File: src/rtl/sync_fifo_param.sv
// Parametrised single-clock FIFO with occupancy count, threshold flags,
// overflow/underflow pulses and a selectable first-word-fall-through read port.
// Pointers carry one extra wrap bit so a full FIFO and an empty FIFO differ
// even when their low address bits match.
module sync_fifo_param #(
  parameter int DATA_W    = 8,
  parameter int DEPTH     = 16,
  parameter int AF_THRESH = DEPTH - 2,
  parameter int AE_THRESH = 2,
  parameter bit FWFT      = 1'b0,
  localparam int ADDR_W   = $clog2(DEPTH)
) (
  input  logic              clk,
  input  logic              rst,
  input  logic              wr,
  input  logic              rd,
  input  logic [DATA_W-1:0] din,
  output logic [DATA_W-1:0] dout,
  output logic [ADDR_W-1:0] wrptr,
  output logic [ADDR_W-1:0] rdptr,
  output logic [ADDR_W:0]   count,
  output logic              full,
  output logic              empty,
  output logic              almost_full,
  output logic              almost_empty,
  output logic              overflow,
  output logic              underflow
);

  localparam int PW = ADDR_W + 1;
  localparam logic [ADDR_W:0] DEPTH_C = PW'(DEPTH);
  localparam logic [ADDR_W:0] AF_C    = PW'(AF_THRESH);
  localparam logic [ADDR_W:0] AE_C    = PW'(AE_THRESH);

  // Storage; contents are deliberately left unreset.
  logic [DATA_W-1:0] mem [DEPTH];

  // Registered control state.
  logic [ADDR_W:0] wr_ptr_p0;
  logic [ADDR_W:0] rd_ptr_p0;
  logic [ADDR_W:0] cnt_p0;
  logic            full_p0;
  logic            empty_p0;
  logic            afull_p0;
  logic            aempty_p0;
  logic            ovf_p0;
  logic            udf_p0;

  // Next-state terms.
  logic            wr_acc;
  logic            rd_acc;
  logic [ADDR_W:0] wr_ptr_nxt;
  logic [ADDR_W:0] rd_ptr_nxt;
  logic [ADDR_W:0] cnt_nxt;
  logic [ADDR_W-1:0] wr_addr;
  logic [ADDR_W-1:0] rd_addr;

  // Threshold helpers keep the flag equations readable.
  function automatic logic at_or_above(input logic [ADDR_W:0] c, input logic [ADDR_W:0] t);
    return (c >= t);
  endfunction

  function automatic logic at_or_below(input logic [ADDR_W:0] c, input logic [ADDR_W:0] t);
    return (c <= t);
  endfunction

  assign wr_addr = wr_ptr_p0[ADDR_W-1:0];
  assign rd_addr = rd_ptr_p0[ADDR_W-1:0];

  // Stage p0 input side: accept decisions use the pre-edge full/empty, and the
  // next occupancy is the wrap-aware pointer distance after this edge.
  always_comb begin
    wr_acc     = wr && !full_p0;
    rd_acc     = rd && !empty_p0;
    wr_ptr_nxt = wr_ptr_p0 + PW'(wr_acc);
    rd_ptr_nxt = rd_ptr_p0 + PW'(rd_acc);
    cnt_nxt    = wr_ptr_nxt - rd_ptr_nxt;
  end

  // Stage p0 register: pointers, count and all flags move on the same edge.
  always_ff @(posedge clk or negedge rst) begin
    if (!rst) begin
      wr_ptr_p0 <= '0;
      rd_ptr_p0 <= '0;
      cnt_p0    <= '0;
      full_p0   <= 1'b0;
      empty_p0  <= 1'b1;
      afull_p0  <= 1'b0;
      aempty_p0 <= 1'b1;
      ovf_p0    <= 1'b0;
      udf_p0    <= 1'b0;
    end else begin
      wr_ptr_p0 <= wr_ptr_nxt;
      rd_ptr_p0 <= rd_ptr_nxt;
      cnt_p0    <= cnt_nxt;
      full_p0   <= (cnt_nxt == DEPTH_C);
      empty_p0  <= (cnt_nxt == '0);
      afull_p0  <= at_or_above(cnt_nxt, AF_C);
      aempty_p0 <= at_or_below(cnt_nxt, AE_C);
      ovf_p0    <= wr && full_p0;
      udf_p0    <= rd && empty_p0;
    end
  end

  // Stage p0 storage write; requests seen while reset is held are ignored.
  always_ff @(posedge clk) begin
    if (rst && wr_acc) begin
      mem[wr_addr] <= din;
    end
  end

  generate
    if (FWFT) begin : g_fwft
      // Head word is presented combinationally; meaningless while empty.
      assign dout = mem[rd_addr];
    end else begin : g_reg
      logic [DATA_W-1:0] dout_p1;

      // Stage p1 read register: loads only on an accepted read, holds otherwise.
      always_ff @(posedge clk or negedge rst) begin
        if (!rst) begin
          dout_p1 <= '0;
        end else if (rd_acc) begin
          dout_p1 <= mem[rd_addr];
        end
      end

      assign dout = dout_p1;
    end
  endgenerate

  assign wrptr        = wr_addr;
  assign rdptr        = rd_addr;
  assign count        = cnt_p0;
  assign full         = full_p0;
  assign empty        = empty_p0;
  assign almost_full  = afull_p0;
  assign almost_empty = aempty_p0;
  assign overflow     = ovf_p0;
  assign underflow    = udf_p0;

endmodule

File: config.mk
export PLATFORM = sky130hd
export DESIGN_NAME = sync_fifo_param
export DESIGN_NICKNAME = d
export VERILOG_FILES = /design/src/rtl/sync_fifo_param.sv
export SDC_FILE = /design/constraint.sdc
export NUM_CORES = 1
export LEC_CHECK = 0
export BUFFER_PORTS_ARGS = -buffer_cell sky130_fd_sc_hd__buf_2
export CAP_MARGIN = 30
export CORE_ASPECT_RATIO = 1.4
export CORE_MARGIN = 5
export CORE_UTILIZATION = 50
export CTS_CLUSTER_SIZE = 28
export DETAILED_ROUTE_END_ITERATION = 10
export MAX_ROUTING_LAYER = met4
export PLACE_DENSITY = 0.68
export SYNTH_ARGS = -nofsm -noshare
export SYNTH_HDL_FRONTEND = slang
export SYNTH_SLANG_ARGS = --single-unit
File: constraint.sdc
create_clock -name clk -period 8.2 [get_ports clk]
set_clock_uncertainty 0.15 [all_clocks]
set_input_delay 0 -clock clk [delete_from_list [all_inputs] [get_ports clk]]
set_output_delay 0 -clock clk [all_outputs]
set_load 0.01 [all_outputs]
==> impl_metrics.csv <==
group,metric,value,unit
worst_setup_path,critPathMaxStageDelay,0.53,ns
routing,drt-total-wl,12500,um
timing,setup_viol,0,
clock_tree,clk_latency,0.42,ns
global_routing,grt_use_total,18.3,%
power,ir_worst_vdd,0.408,mV
timing,worst_slack,4.94,ns
clock_tree,cts_resized,0,
worst_setup_path,path_max_fanout,10,
power,totalPowerFinal,2690,uW
power,p_leak,0.00258,uW
floorplan,start_util,51.2,%
clock_tree,clockRootBuffer,"clkbuf_16",
yosys,yosys_warnings,0,
worst_setup_path,path_buf_inv,1,
finish,multi_input_area,1570,sq um
yosys,synth_top_family_by_area,"multiplexers",
yosys,synth_area_per_cell,17.3,sq um
routing,post_drt_wl_per_cell,21.7,um
finish,layout-drive-gt1-share,23.5,%
global_routing,grt_pass1_wl,19700,um
finish,fin_cells,576,
timing,max-slew-margin-rel,36.7,%
worst_setup_path,path_common_cell,"ha_1",
worst_hold_path,hp-class,"in -> async",
floorplan,die_w,105,um
clock_tree,post_cts_buffers,0,
worst_setup_path,startpoint_type,"register",
yosys,yosysUniqueCellTypes,39,
yosys,synth_compound_area_share,5.36,%
finish,syn_to_final_growth,14.7,%
worst_setup_path,worstPathArrival,3.44,ns
floorplan,rows,48,
timing,fmax,307,MHz
finish,nFillCells,918,
timing,min_period,3.26,ns
yosys,syn_inst,365,
floorplan,die_h,143,um
global_routing,antenna_found_initial,0,
yosys,ys_seq_area_share,72.2,%
yosys,syn_nets,385,
yosys,synth_xor_xnor_area_share,2.21,%
timing,worst_pin_slew,0.950,ns
routing,dr.pass1.iters,4,
clock_tree,cts_max_level,4,
timing,hold-worst-slack,0.00842,ns
global_routing,overflow,0,
worst_setup_path,worstSetupPathType,"reg -> reg",
routing,drtAntennaViolNets,0,
routing,drc,0,
clock_tree,numClockSinks,157,
placement,place_ws,4.96,ns
floorplan,core_area,12400,sq um
timing,grt_setup_unrepaired,"no",
finish,antenna_cells,0,
timing,hold_violations,0,
global_routing,grt_max_degree,66,
yosys,synth_seq_cells,157,
worst_setup_path,critical-path-top-delay-family,"adder cells",
job,drv_cap,0,
routing,first_iter_violations,230,
timing,finalCritPeriodShare,39.8,%
yosys,synth-simple-area-share,5.99,%
routing,vias,3308,
floorplan,die-area,15000,sq um
clock_tree,cts_tree,"yes",
power,powerDensity,370,nW/um^2
yosys,yosys.area_share.adder,1.58,%
status,status,"completed",
placement,dp_cells,533,
routing,via_per_inst,5.74,
timing,finalMaxSlewViolations,0,
global_routing,grt_pass1_vias,3458,
clock_tree,clock_path_buffers,2,
worst_setup_path,cp-end-kind,"register",
floorplan,ios,39,
worst_setup_path,critPathSlowestCell,"dfstp_2",
timing,tns,0,ns
yosys,synth_area,6330,sq um
placement,numPortBuffers,38,
finish,seq_area,4570,sq um
placement,routabilityCongestion,0.840,
worst_setup_path,required,8.38,ns
finish,final_nets,433,
clock_tree,clk_pin_slew,0.06,ns
worst_setup_path,crit_chain,"nand2b_1 > inv_1 > ha_1 > ha_1 > xnor2_1 > ha_1 > a21oi_1 > o31ai_1 > xnor2_1 > nor3b_1",
yosys,muxShareOfSynthArea,9.65,%
placement,hpwl,8330,um
clock_tree,cts_buffers,17,
cell usage in the layout, fill, tap and decap left out, types with 3 or more instances in the layout:
cell / instances
inv_1: 8
nor3_1: 6
a221o_1: 8
nor4_1: 8
buf_4: 6
mux2i_1: 16
nor2b_1: 18
clkbuf_16: 17
mux4_2: 16
nand3_1: 4
nor2_1: 17
edfxtp_1: 128
dlygate4sd3_1: 11
buf_2: 38
xor2_1: 3
a22o_1: 8
nand2b_1: 5
xnor2_1: 8
clkinv_1: 6
a211oi_1: 9
mux2_2: 8
nand2_1: 7
dfrtp_1: 26
a2111oi_0: 8
clkinv_2: 3
and2_1: 3
ha_1: 8
worst register-to-register path: stages (launching register included):
cell,delay (ns)
dfstp_2,0.53
nand2b_1,0.40
inv_1,0.13
ha_1,0.24
ha_1,0.35
xnor2_1,0.16
ha_1,0.20
a21oi_1,0.28
o31ai_1,0.15
xnor2_1,0.38
nor3b_1,0.22
stage by stage:
step | utilization, % | instance area [sq um]
after floorplan | - | 6330
after global placement | 53.3 | 6600
after detailed placement | 53.3 | 6600
after CTS | 58.7 | 7260
after global routing | 58.7 | 7260
final | 58.7 | 7260
area by class of cell:
class	count	area share [%]
Clock inverter	15	1.79
Tap cell	150	2.58
Clock buffer	17	5.86
Timing Repair Buffer	55	4.76
Multi-Input combinational cell	174	21.6
Sequential cell	157	63.0
Inverter	8	0.414
where the power goes:
| part | switching, uW | leakage [uW] | internal (uW) |
|---|---|---|---|
| logic | 502 | 0.000814 | 392 |
| clock network | 296 | 0.000267 | 440 |
| registers | 88.5 | 0.00150 | 969 |
kinds of logic after synthesis:
kind of cell | after synthesis
XOR/XNOR | 13
AND/OR/NAND/NOR | 72
AO/OA/AOI/OAI | 41
multiplexers | 40
buffers and inverters | 34
adder cells (fa/ha/maj) | 8
flip-flops | 157
registers in the layout, summed over array words and instances, names as in the netlist:
register,count
empty,1
almost_full,1
almost_empty,1
mem,128
wr_ptr_p0,5
rd_ptr_p0,5
underflow,1
full,1
dout,8
count,5
overflow,1
cells in the mapped netlist, drive strengths merged:
cell | n | area, sq um
o31a | 1 | 8.76
nor4 | 8 | 50.1
mux4 | 16 | 360
xor2 | 4 | 53.8
clkbuf | 3 | 11.3
edfxtp | 128 | 3840
and3 | 1 | 6.26
nand2 | 7 | 26.3
nor2b | 18 | 113
and2 | 3 | 18.8
nand3 | 4 | 20.0
o21ai | 2 | 10.0
nor3b | 1 | 7.51
a31o | 1 | 8.76
a221o | 8 | 80.1
ha | 8 | 100
a31oi | 1 | 6.26
a211oi | 9 | 67.6
a2111oi | 8 | 70.1
mux2 | 8 | 90.1
o31ai | 1 | 7.51
dfstp | 2 | 52.6
mux2i | 16 | 160
dfrtp | 27 | 676
inv | 8 | 30.0
nand2b | 5 | 31.3
a21oi | 2 | 10.0
buf | 23 | 146
nand4 | 1 | 6.26
or3 | 1 | 6.26
xnor2 | 9 | 86.3
nor3 | 6 | 30.0
a22o | 8 | 70.1
nor2 | 17 | 63.8
layer usage:
metal | GRT usage, % | wire length, um | vias up
met2 | 29.7 | 6650 | 102
met5 | - | 0 | -
met3 | 5.02 | 599 | 18
li1 | - | - | 1522
met1 | 22.0 | 5020 | 1666
met4 | 6.94 | 255 | 0
repair_timing:
action                                  CTS  global route
endpoints found under the setup margin    0             0
hold endpoints to repair                159             0
hold buffers                             11             0
path summary, 6_finish.rpt:
path | startpoint | endpoint | slack (ns) | cells after the start
max | empty | full | 4.94 | 10
min | rst | wr_ptr_p0[4] | 0.008 | 2
max reg2reg | empty | full | 4.94 | 10
min reg2reg | rd_ptr_p0[4] | rd_ptr_p0[4] | 0.36 | 1
max in group asynchronous | rst | rd_ptr_p0[0] | 7.41 | 2
min in group clk | rd | underflow | 0.21 | 3
Note: power is estimated with default switching activity, not from simulation.
